`config.mk`:
```
export PLATFORM = sky130hd
export DESIGN_NAME = dual_boxcar_dec
export DESIGN_NICKNAME = d
export VERILOG_FILES = /design/src/rtl/dual_boxcar_dec.sv
export SDC_FILE = /design/constraint.sdc
export NUM_CORES = 1
export LEC_CHECK = 0
export CAP_MARGIN = 20
export CELL_PAD_IN_SITES_DETAIL_PLACEMENT = 0
export CELL_PAD_IN_SITES_GLOBAL_PLACEMENT = 2
export CORE_UTILIZATION = 35
export CTS_BUF_LIST = sky130_fd_sc_hd__clkbuf_4 sky130_fd_sc_hd__clkbuf_8 sky130_fd_sc_hd__clkbuf_16
export DETAILED_ROUTE_END_ITERATION = 7
export GPL_TIMING_DRIVEN = 0
export PLACE_DENSITY = 0.76
export SYNTH_ARGS = -nofsm -noshare
export SYNTH_HDL_FRONTEND = slang
export SYNTH_SLANG_ARGS = --single-unit
```
`constraint.sdc`:
```
create_clock -name clk -period 10.1 [get_ports clk]
set_input_delay 1.01 -clock clk [delete_from_list [all_inputs] [get_ports clk]]
set_output_delay 1.01 -clock clk [all_outputs]
set_load 0.005 [all_outputs]
```
`src/rtl/dual_boxcar_dec.sv`:
```
// Two-channel boxcar post-decimator: splits the ab-interleaved stream, accumulates N pairs per frame,
// then rounds, shifts and saturates both sums and emits them together; also polices the ab phasing.
module dual_boxcar_dec #(
  parameter int dw = 17,
  parameter int cw = 8,
  parameter int ow = 18
) (
  input  logic                 clk,
  input  logic                 rst,
  input  logic                 ab,
  input  logic signed [dw-1:0] d,
  input  logic [cw-1:0]        dec_n,
  input  logic [4:0]           shift,
  output logic signed [ow-1:0] ya,
  output logic signed [ow-1:0] yb,
  output logic                 y_stb,
  output logic                 phase_err
);

  localparam int AW = dw + cw;
  localparam int RW = AW + 1;
  localparam logic [4:0] SMAX = 5'(AW - 1);
  localparam logic signed [RW-1:0] OMAX = RW'((2 ** (ow - 1)) - 1);
  localparam logic signed [RW-1:0] OMIN = ~OMAX;

  logic                 abD_q, abD_d, abValid_q, abValid_d;
  logic [1:0]           runLen_q, runLen_d;
  logic                 runKnown_q, runKnown_d;
  logic                 phaseEv, perr_q, perr_d;

  logic                 inFrame_q, inFrame_d;
  logic [cw-1:0]        cnt_q, cnt_d, decN_q, decN_d;
  logic [4:0]           shift_q, shift_d;
  logic signed [AW-1:0] accA_q, accA_d, accB_q, accB_d;
  logic                 aCap, bCap, dump;
  logic signed [AW-1:0] dExt;

  logic signed [AW-1:0] sumA_q, sumA_d, sumB_q, sumB_d;
  logic [4:0]           sh1_q, sh1_d;
  logic signed [RW-1:0] rA_q, rA_d, rB_q, rB_d;
  logic signed [ow-1:0] ya_q, ya_d, yb_q, yb_d;
  logic                 stb1_q, stb2_q, stb3_q;

  function automatic logic signed [RW-1:0] roundShift(input logic signed [AW-1:0] sum,
                                                       input logic [4:0] s);
    logic signed [RW-1:0] wide;
    logic signed [RW-1:0] bias;
    wide = {sum[AW-1], sum};
    bias = '0;
    if (s != 5'd0) bias = {{(RW-1){1'b0}}, 1'b1} << (s - 5'd1);
    return (wide + bias) >>> s;
  endfunction

  function automatic logic signed [ow-1:0] saturate(input logic signed [RW-1:0] r);
    if (r > OMAX)      return OMAX[ow-1:0];
    else if (r < OMIN) return OMIN[ow-1:0];
    else               return r[ow-1:0];
  endfunction

  assign dExt = {{cw{d[dw-1]}}, d};
  assign aCap = abValid_q & ~ab & ~abD_q;
  assign bCap = abValid_q & ab & abD_q & inFrame_q;

  // The first run after reset may be truncated, so a short run is only an error once a transition was seen.
  always_comb begin
    abD_d      = ab;
    abValid_d  = 1'b1;
    runLen_d   = 2'd1;
    runKnown_d = runKnown_q;
    phaseEv    = 1'b0;
    if (abValid_q) begin
      if (ab == abD_q) begin
        runLen_d = (runLen_q == 2'd3) ? 2'd3 : runLen_q + 2'd1;
        phaseEv  = (runLen_q >= 2'd2);
      end else begin
        runKnown_d = 1'b1;
        phaseEv    = runKnown_q && (runLen_q == 2'd1);
      end
    end
    perr_d = perr_q | phaseEv;
  end

  always_comb begin
    inFrame_d = inFrame_q;
    cnt_d     = cnt_q;
    decN_d    = decN_q;
    shift_d   = shift_q;
    accA_d    = accA_q;
    accB_d    = accB_q;
    dump      = 1'b0;
    if (phaseEv) begin
      inFrame_d = 1'b0;
      cnt_d     = '0;
      accA_d    = '0;
      accB_d    = '0;
    end else if (aCap) begin
      if (!inFrame_q) begin
        inFrame_d = 1'b1;
        cnt_d     = '0;
        decN_d    = dec_n;
        shift_d   = shift;
        accA_d    = dExt;
      end else begin
        accA_d = accA_q + dExt;
      end
    end else if (bCap) begin
      accB_d = (cnt_q == '0) ? dExt : accB_q + dExt;
      if (cnt_q == decN_q) begin
        dump      = 1'b1;
        inFrame_d = 1'b0;
        cnt_d     = '0;
      end else begin
        cnt_d = cnt_q + 1'b1;
      end
    end
  end

  // The shift travels with its sums so a new frame's setting cannot leak into the previous result.
  always_comb begin
    sumA_d = sumA_q;
    sumB_d = sumB_q;
    sh1_d  = sh1_q;
    rA_d   = rA_q;
    rB_d   = rB_q;
    ya_d   = ya_q;
    yb_d   = yb_q;
    if (dump) begin
      sumA_d = accA_q;
      sumB_d = accB_d;
      sh1_d  = (shift_q > SMAX) ? SMAX : shift_q;
    end
    if (stb1_q) begin
      rA_d = roundShift(sumA_q, sh1_q);
      rB_d = roundShift(sumB_q, sh1_q);
    end
    if (stb2_q) begin
      ya_d = saturate(rA_q);
      yb_d = saturate(rB_q);
    end
  end

  always_ff @(posedge clk) begin
    if (rst) begin
      abD_q      <= 1'b0;
      abValid_q  <= 1'b0;
      runLen_q   <= 2'd0;
      runKnown_q <= 1'b0;
      perr_q     <= 1'b0;
      inFrame_q  <= 1'b0;
      cnt_q      <= '0;
      decN_q     <= '0;
      shift_q    <= '0;
      accA_q     <= '0;
      accB_q     <= '0;
      sumA_q     <= '0;
      sumB_q     <= '0;
      sh1_q      <= '0;
      rA_q       <= '0;
      rB_q       <= '0;
      ya_q       <= '0;
      yb_q       <= '0;
      stb1_q     <= 1'b0;
      stb2_q     <= 1'b0;
      stb3_q     <= 1'b0;
    end else begin
      abD_q      <= abD_d;
      abValid_q  <= abValid_d;
      runLen_q   <= runLen_d;
      runKnown_q <= runKnown_d;
      perr_q     <= perr_d;
      inFrame_q  <= inFrame_d;
      cnt_q      <= cnt_d;
      decN_q     <= decN_d;
      shift_q    <= shift_d;
      accA_q     <= accA_d;
      accB_q     <= accB_d;
      sumA_q     <= sumA_d;
      sumB_q     <= sumB_d;
      sh1_q      <= sh1_d;
      rA_q       <= rA_d;
      rB_q       <= rB_d;
      ya_q       <= ya_d;
      yb_q       <= yb_d;
      stb1_q     <= dump;
      stb2_q     <= stb1_q;
      stb3_q     <= stb2_q;
    end
  end

  assign ya        = ya_q;
  assign yb        = yb_q;
  assign y_stb     = stb3_q;
  assign phase_err = perr_q;

endmodule

```
==> reports/qor.txt, run 1 <==
Cts repair resizes: 0
Clk sink count: 224
GRT Total Usage: 0.3121
Number of vias per cell: 6.062
Ys async rst share: 0
Starting Density: 0.3541
Max Fanout on Critical Path: 10
Hold Fails Final Rpt: 0
Reg clk slew, reported paths: 0.06 ns
Global-route wire length before repair: 123.6 mm
Diodes inserted: 0
Max-cap violations: 0
Seq/Total Area, Yosys: 0.2473
Io pins: 71
Fmax: 0.1279 GHz
Synthesis-to-finish area growth: 14.20%
Avg Cell Area, Syn: 7.686 um2
Critical path class: reg -> reg
Drc violations: 2
Worst slew pin tran: 1.238 ns
CTS buffer count: 28
Worst Setup Start Kind: register
Placer Congestion: 0.9720
Crit path max-delay family: buffers and inverters
Mux contribution to synthesized area: 0.07605
Compound-gate portion of the synthesized area: 0.2822
Largest net degree at the start of global routing: 19
Port bufs: 68
Post-Synth XOR/XNOR Area: 0.06404
Synth Instances: 2359
Worst Path Arrival: 8.24 ns
Clk buf depth: 3
1st-iter DRT viols: 1841
Mapped Area: 18130 um2
Synth Flop Type: dfxtp_1
Max incr delay on CP: 0.71 ns
Req. time, crit path: 10.53 ns
Initial antenna violation count: 0
Crit. End Element: register
Max-slew violations: 0
Hold-fix buffers, CTS: 0
Via count: 19167
Crit path cell chain: buf_6 -> buf_6 -> buf_4 -> inv_1 -> clkbuf_1 -> buf_1 -> clkbuf_1 -> clkbuf_1 -> nor3_1 -> ha_1 -> clkbuf_1 -> o2111a_1 -> nand4_1 -> a311oi_1 -> nor3_1 -> xor2_1 -> mux2i_1 -> mux4_2 -> a211oi_1 -> a2111oi_2
Final instance area: 20710 um2
Outcome: finished with violations
Max-slew headroom: 0.1683
Min cycle time layout: 7.816 ns
Pwr Total: 2201 uW
Tcrit/Tclk final: 0.7739
Yosys reg bits: 224
# setup viols final: 0
Critical path's slowest cell: buf_1
Failing checks: design-rule violations
EDFF count, synth: 0
# nets final: 2567
Die X-Extent: 229.6 um
DRT Pass-1 Iters: 7
Post-DR wirelength/cell: 26.62 um
# rows: 83
# Post-CTS Setup Buffers: 0
Leakage dissipation: 0.007765 uW
Die Area: 52720 um2
CP most frequent cell: clkbuf_1
Adder-cell share of the synthesized area: 0.05576
Final HPWL DP: 67.32 mm
Post-DP Area: 19690 um2
Core footprint: 51200 um2
Max VDD drop: 0.1089 mV
DIE HEIGHT: 229.6 um
RSZ-0062 raised after global routing: false
Cell Pwr Density: 106.3 nW/um2
Total grt overflow: 0
Buf+Inv Stages, Crit Path: 9
Largest family of logic cells by synthesized area: compound AO/OA/AOI/OAI gates
Fraction of layout cells with a size suffix above 1: 0.07373
Clk_skew: 0.02584 ns
Setup TNS: 0 ns
Hold WC Path Type: reg -> reg
Post-synthesis simple-gate area fraction: 0.2241
Yosys warnings: 0
Final ANT Viol Nets: 0
Clock Latency Late Sink: 0.58 ns
Root Buffer: clkbuf_16
H-tree depth: 1
CTS tree: done
Routed WL: 84.16 mm
Post-synth cell types: 117
Vias in the first global route: 18202
Post-Synthesis Net Count: 2466
## cells in the mapped netlist, types with 17 or more instances
library cell,n,area share
nor2b_1,20,0.0069
mux2_2,22,0.014
and3_1,26,0.0090
a31oi_1,34,0.012
buf_1,24,0.0050
or3_1,22,0.0076
ha_1,72,0.050
a21o_1,38,0.016
o21ai_0,146,0.040
nand2b_1,51,0.018
mux4_2,17,0.021
a21oi_1,229,0.063
nand2_1,232,0.048
nor2_1,246,0.051
nand4_1,21,0.0072
clkbuf_1,136,0.028
a211oi_1,59,0.024
and2_1,17,0.0059
a311oi_1,19,0.0092
dfxtp_1,224,0.25
nor3_1,47,0.013
o211ai_1,23,0.0095
xor2_1,50,0.024
mux2i_1,71,0.039
nand3_1,44,0.012
xnor2_1,78,0.038
inv_1,36,0.0075
## flip-flops by register name, summed over array words and instances, names as in the netlist, 2 cells and up
name / flops
yb: 18
accA_q: 25
ya: 18
accB_q: 25
sumA_q: 25
cnt_q: 8
runLen_q: 2
sh1_q: 5
decN_q: 8
rB_q: 26
rA_q: 26
shift_q: 5
sumB_q: 25
## worst register-to-register path: stages, from the launching register on
cell and delay [ns]:
dfxtp_1 0.40, buf_6 0.19, buf_6 0.14, buf_4 0.22, inv_1 0.18, clkbuf_1 0.69
buf_1 0.72, clkbuf_1 0.58, clkbuf_1 0.60, nor3_1 0.34, ha_1 0.37, clkbuf_1 0.28
o2111a_1 0.37, nand4_1 0.13, a311oi_1 0.47, nor3_1 0.13, xor2_1 0.47, mux2i_1 0.31
mux4_2 0.62, a211oi_1 0.39, a2111oi_2 0.09
## per-layer routing
metal / part of all wire / vias to the layer above / global-route usage
li1: - / 8907 / -
met1: 0.47 / 9399 / 0.4449
met2: 0.43 / 723 / 0.4829
met3: 0.061 / 138 / 0.03909
met4: 0.036 / 0 / 0.1008
met5: 0 / - / 0
## cell usage in the layout (no fill, tap or decap), drive strengths merged, types with 13 or more instances in the layout
cell type      count
clkbuf           174
nand4             21
nand2b            51
xnor2             79
o31ai             13
buf               52
clkdlybuf4s50     68
a311oi            19
or3               23
and2              18
nand2            233
o221ai            16
mux2i             72
a21o              38
a21oi            230
ha                72
nor2             250
nor3              49
nand3             45
xor2              50
mux4              17
dfxtp            224
a31oi             34
o21ai            153
nor2b             20
inv               40
and3              26
mux2              23
o211ai            23
a211oi            63
## worst paths after layout
| check | end | slack, ns | cells past startpoint | start |
|---|---|---|---|---|
| worst max register to register | rA_q[16] | 2.28 | 20 | sh1_q[1] |
| worst min register to register | rB_q[8] | 0.45 | 1 | rB_q[8] |
| worst min-delay path | rB_q[8] | 0.45 | 1 | rB_q[8] |
| worst max-delay path | rA_q[16] | 2.28 | 20 | sh1_q[1] |
## per-stage QoR
| step | util | setup WS, ns | cells | hold slack, ns |
|---|---|---|---|---|
| floorplan | - | 4.985 | 2359 | 0.4211 |
| global placement | 0.3841 | 2.573 | 3107 | 0.4421 |
| detailed placement | 0.3845 | 2.559 | 3109 | 0.4383 |
| CTS | 0.4042 | 2.586 | 3161 | 0.4537 |
| global route | 0.4044 | 2.198 | 3162 | 0.4609 |
| finish | 0.4044 | 2.284 | 3162 | 0.4518 |
## area by class of cell
| cell class | instances | area (um2) |
|---|---|---|
| clock buffer | 38 | 819.5 |
| inverter | 39 | 146.4 |
| timing repair buffer | 71 | 711.9 |
| buffer | 186 | 769.5 |
| tap | 680 | 850.8 |
| sequential | 224 | 4484 |
| clock inverter | 14 | 187.7 |
| fill | 5395 | 30490 |
| multi-input combinational | 1910 | 12740 |
## logic make-up after synthesis
logic type | Yosys count
buf+inv | 225
simple gates | 823
flops | 224
mux | 112
compound gates | 764
xor+xnor | 130
fa+ha+maj | 81
## power breakdown
part           leakage (uW)  total [uW]  internal [uW]  switching, uW
registers           0.00181         910            897           12.9
logic               0.00547         204           76.3            127
clock network      0.000488        1090            650            437
total               0.00777        2200           1620            577
Power figures use the tool's default switching activity.
==> run 2: changes to the inputs <==
==> constraint.sdc (replaced) <==
create_clock -name clk -period 7.3 [get_ports clk]
set_input_delay 0.73 -clock clk [delete_from_list [all_inputs] [get_ports clk]]
set_output_delay 0.73 -clock clk [all_outputs]
set_load 0.005 [all_outputs]
==> reports/qor.txt, run 2 (same netlist as run 1, synthesis figures left out) <==
Pwr Total: 3044 uW (+38%)
Worst slew pin tran: 1.260 ns (+0.02211 ns)
Cell Pwr Density: 146.8 nW/um2 (+38%)
# setup viols final: 0 (unchanged)
Hold WC Path Type: reg -> reg
# rows: 83 (unchanged)
Root Buffer: clkbuf_16
Reg-to-Reg Start: sh1_q[1]
GRT Total Usage: 0.3121 (unchanged)
Leading cell type in the layout, fill and taps excluded: nor2_1
Hold Fails Final Rpt: 0 (unchanged)
Largest regs: rA_q: 26 flops, rB_q: 26 flops
Final ANT Viol Nets: 0 (unchanged)
Clk buf depth: 3 (unchanged)
Initial antenna violation count: 0 (unchanged)
Worst Path Arrival: 7.64 ns (-0.60 ns)
CTS buffer count: 28 (unchanged)
Fmax: 0.1386 GHz (+8.4%)
Diodes inserted: 0 (unchanged)
CP endpoint: rA_q[16]
Met3 usage: 0.03909 (unchanged)
Outcome: finished with violations
# nets final: 2566 (-0.039%)
Final-layout fill cell count: 5392 (-0.056%)
Failing checks: design-rule violations
Clk_skew: 0.02634 ns (+0.0005031 ns)
Max-slew headroom: 0.1535 (-0.01486)
Met2 GRT Util: 0.4829 (unchanged)
Reg2Reg Setup Slack: 0.09 ns (-2.20 ns)
Reg clk slew, reported paths: 0.06 ns (about the same)
CTS tree: done
Met1 Use GR: 0.4449 (unchanged)
Die Area: 52720 um2 (unchanged)
Global-route wire length before repair: 123.6 mm (unchanged)
1st-iter DRT viols: 1681 (-8.7%)
Gr busiest metal: met2
Max VDD drop: 0.1504 mV (+38%)
Req. time, crit path: 7.72 ns (-2.81 ns)
Largest net degree at the start of global routing: 19 (unchanged)
Most frequent cells in the layout: 246 x nor2_1, 232 x nand2_1, 229 x a21oi_1
Die X-Extent: 229.6 um (unchanged)
Routed WL: 84.11 mm (about the same)
Critical path class: reg -> reg
Setup TNS: 0 ns (unchanged)
Worst R2R End: rA_q[16]
Min cycle time layout: 7.214 ns (-0.6026 ns)
Post-DR wirelength/cell: 26.61 um (about the same)
Max-cap violations: 0 (unchanged)
Worst Setup Start Kind: register
Max Fanout on Critical Path: 13 (+3)
Drc violations: 2 (unchanged)
Io pins: 71 (unchanged)
DIE HEIGHT: 229.6 um (unchanged)
Port bufs: 68 (unchanged)
Clk sink count: 224 (unchanged)
Crit path launch: sh1_q[1]
Total grt overflow: 0 (unchanged)
RSZ-0062 raised after global routing: false
Vias in the first global route: 18202 (unchanged)
Placer Congestion: 0.9720 (unchanged)
Via count: 19110 (-0.30%)
Final HPWL DP: 67.32 mm (unchanged)
Synthesis-to-finish area growth: 14.33%
Core footprint: 51200 um2 (unchanged)
# Post-CTS Setup Buffers: 0 (unchanged)
Clock Latency Late Sink: 0.58 ns (about the same)
Tcrit/Tclk final: 0.9882 (+0.2143)
H-tree depth: 1 (unchanged)
Crit. End Element: register
Number of vias per cell: 6.046 (-0.27%)
Max-slew violations: 0 (unchanged)
Leakage dissipation: 0.007775 uW (+0.13%)
Fraction of layout cells with a size suffix above 1: 0.07699 (+0.003254)
DRT Pass-1 Iters: 7 (unchanged)
Depth of the worst register-to-register path: 19 (-5.0%)
Starting Density: 0.3541 (unchanged)
[run 2: worst min path at each step]
stage | to | slack, ns | depth (start not counted) | start
detailed placement | rB_q[8] | 0.44 | 1 | rB_q[8]
global placement | rB_q[8] | 0.44 | 1 | rB_q[8]
global route | rB_q[8] | 0.46 | 1 | rB_q[8]
floorplan | rB_q[8] | 0.42 | 1 | rB_q[8]
finish | rB_q[8] | 0.45 | 1 | rB_q[8]
CTS | rB_q[8] | 0.45 | 1 | rB_q[8]
[run 2: per-layer routing]
| metal | part of all wire | up-vias |
|---|---|---|
| met2 | 0.43 | 711 |
| met5 | 0 | - |
| met4 | 0.035 | 0 |
| li1 | - | 8912 |
| met3 | 0.060 | 131 |
| met1 | 0.47 | 9356 |
[run 2: worst max-delay path, stage by stage (launching register included)]
cell        delay (ns)
dfxtp_1           0.50
buf_6             0.19
buf_6             0.14
buf_4             0.30
clkinvlp_4        0.45
buf_2             0.39
clkbuf_1          0.36
clkbuf_1          0.41
nor3_1            0.84
ha_1              0.22
clkbuf_1          0.27
o2111a_1          0.38
nand4_1           0.13
a311oi_1          0.46
nor3_1            0.12
xor2_1            0.47
mux2i_1           0.31
mux4_2            0.61
a211oi_1          0.38
a2111oi_2         0.09
[run 2: cell type report]
cell class	instances	area, um2	share of cell area
buffer	185	770.7	0.03718
sequential	224	4484	0.2163
inverter	39	153.9	0.007424
tap	680	850.8	0.04105
clock inverter	14	187.7	0.009054
timing repair buffer	71	711.9	0.03435
multi-input combinational	1910	12750	0.6151
clock buffer	38	819.5	0.03954
[run 2: repair_timing]
item,CTS,global route
cloned,0,0
resized for setup,1,10
hold buffers,0,0
setup endpoints to repair,4,31
[run 2: report_power, final]
part / internal, uW / switching (uW)
sequential: 1240 / 17.7
clock: 900 / 604
combinational: 106 / 176
total: 2250 / 798
[run 2: per-stage QoR]
stage                     area [um2]  setup WS, ns  instances  hold WS, ns  utilization
after floorplan                18130         2.185       2359       0.4211            -
after global placement         19660       -0.2269       3107       0.4421       0.3841
after detailed placement       19690       -0.2405       3109       0.4383       0.3845
after CTS                      20690       0.02939       3161       0.4537       0.4042
after global routing           20730       0.07127       3161       0.4609       0.4049
final                          20730       0.08636       3161       0.4526       0.4049
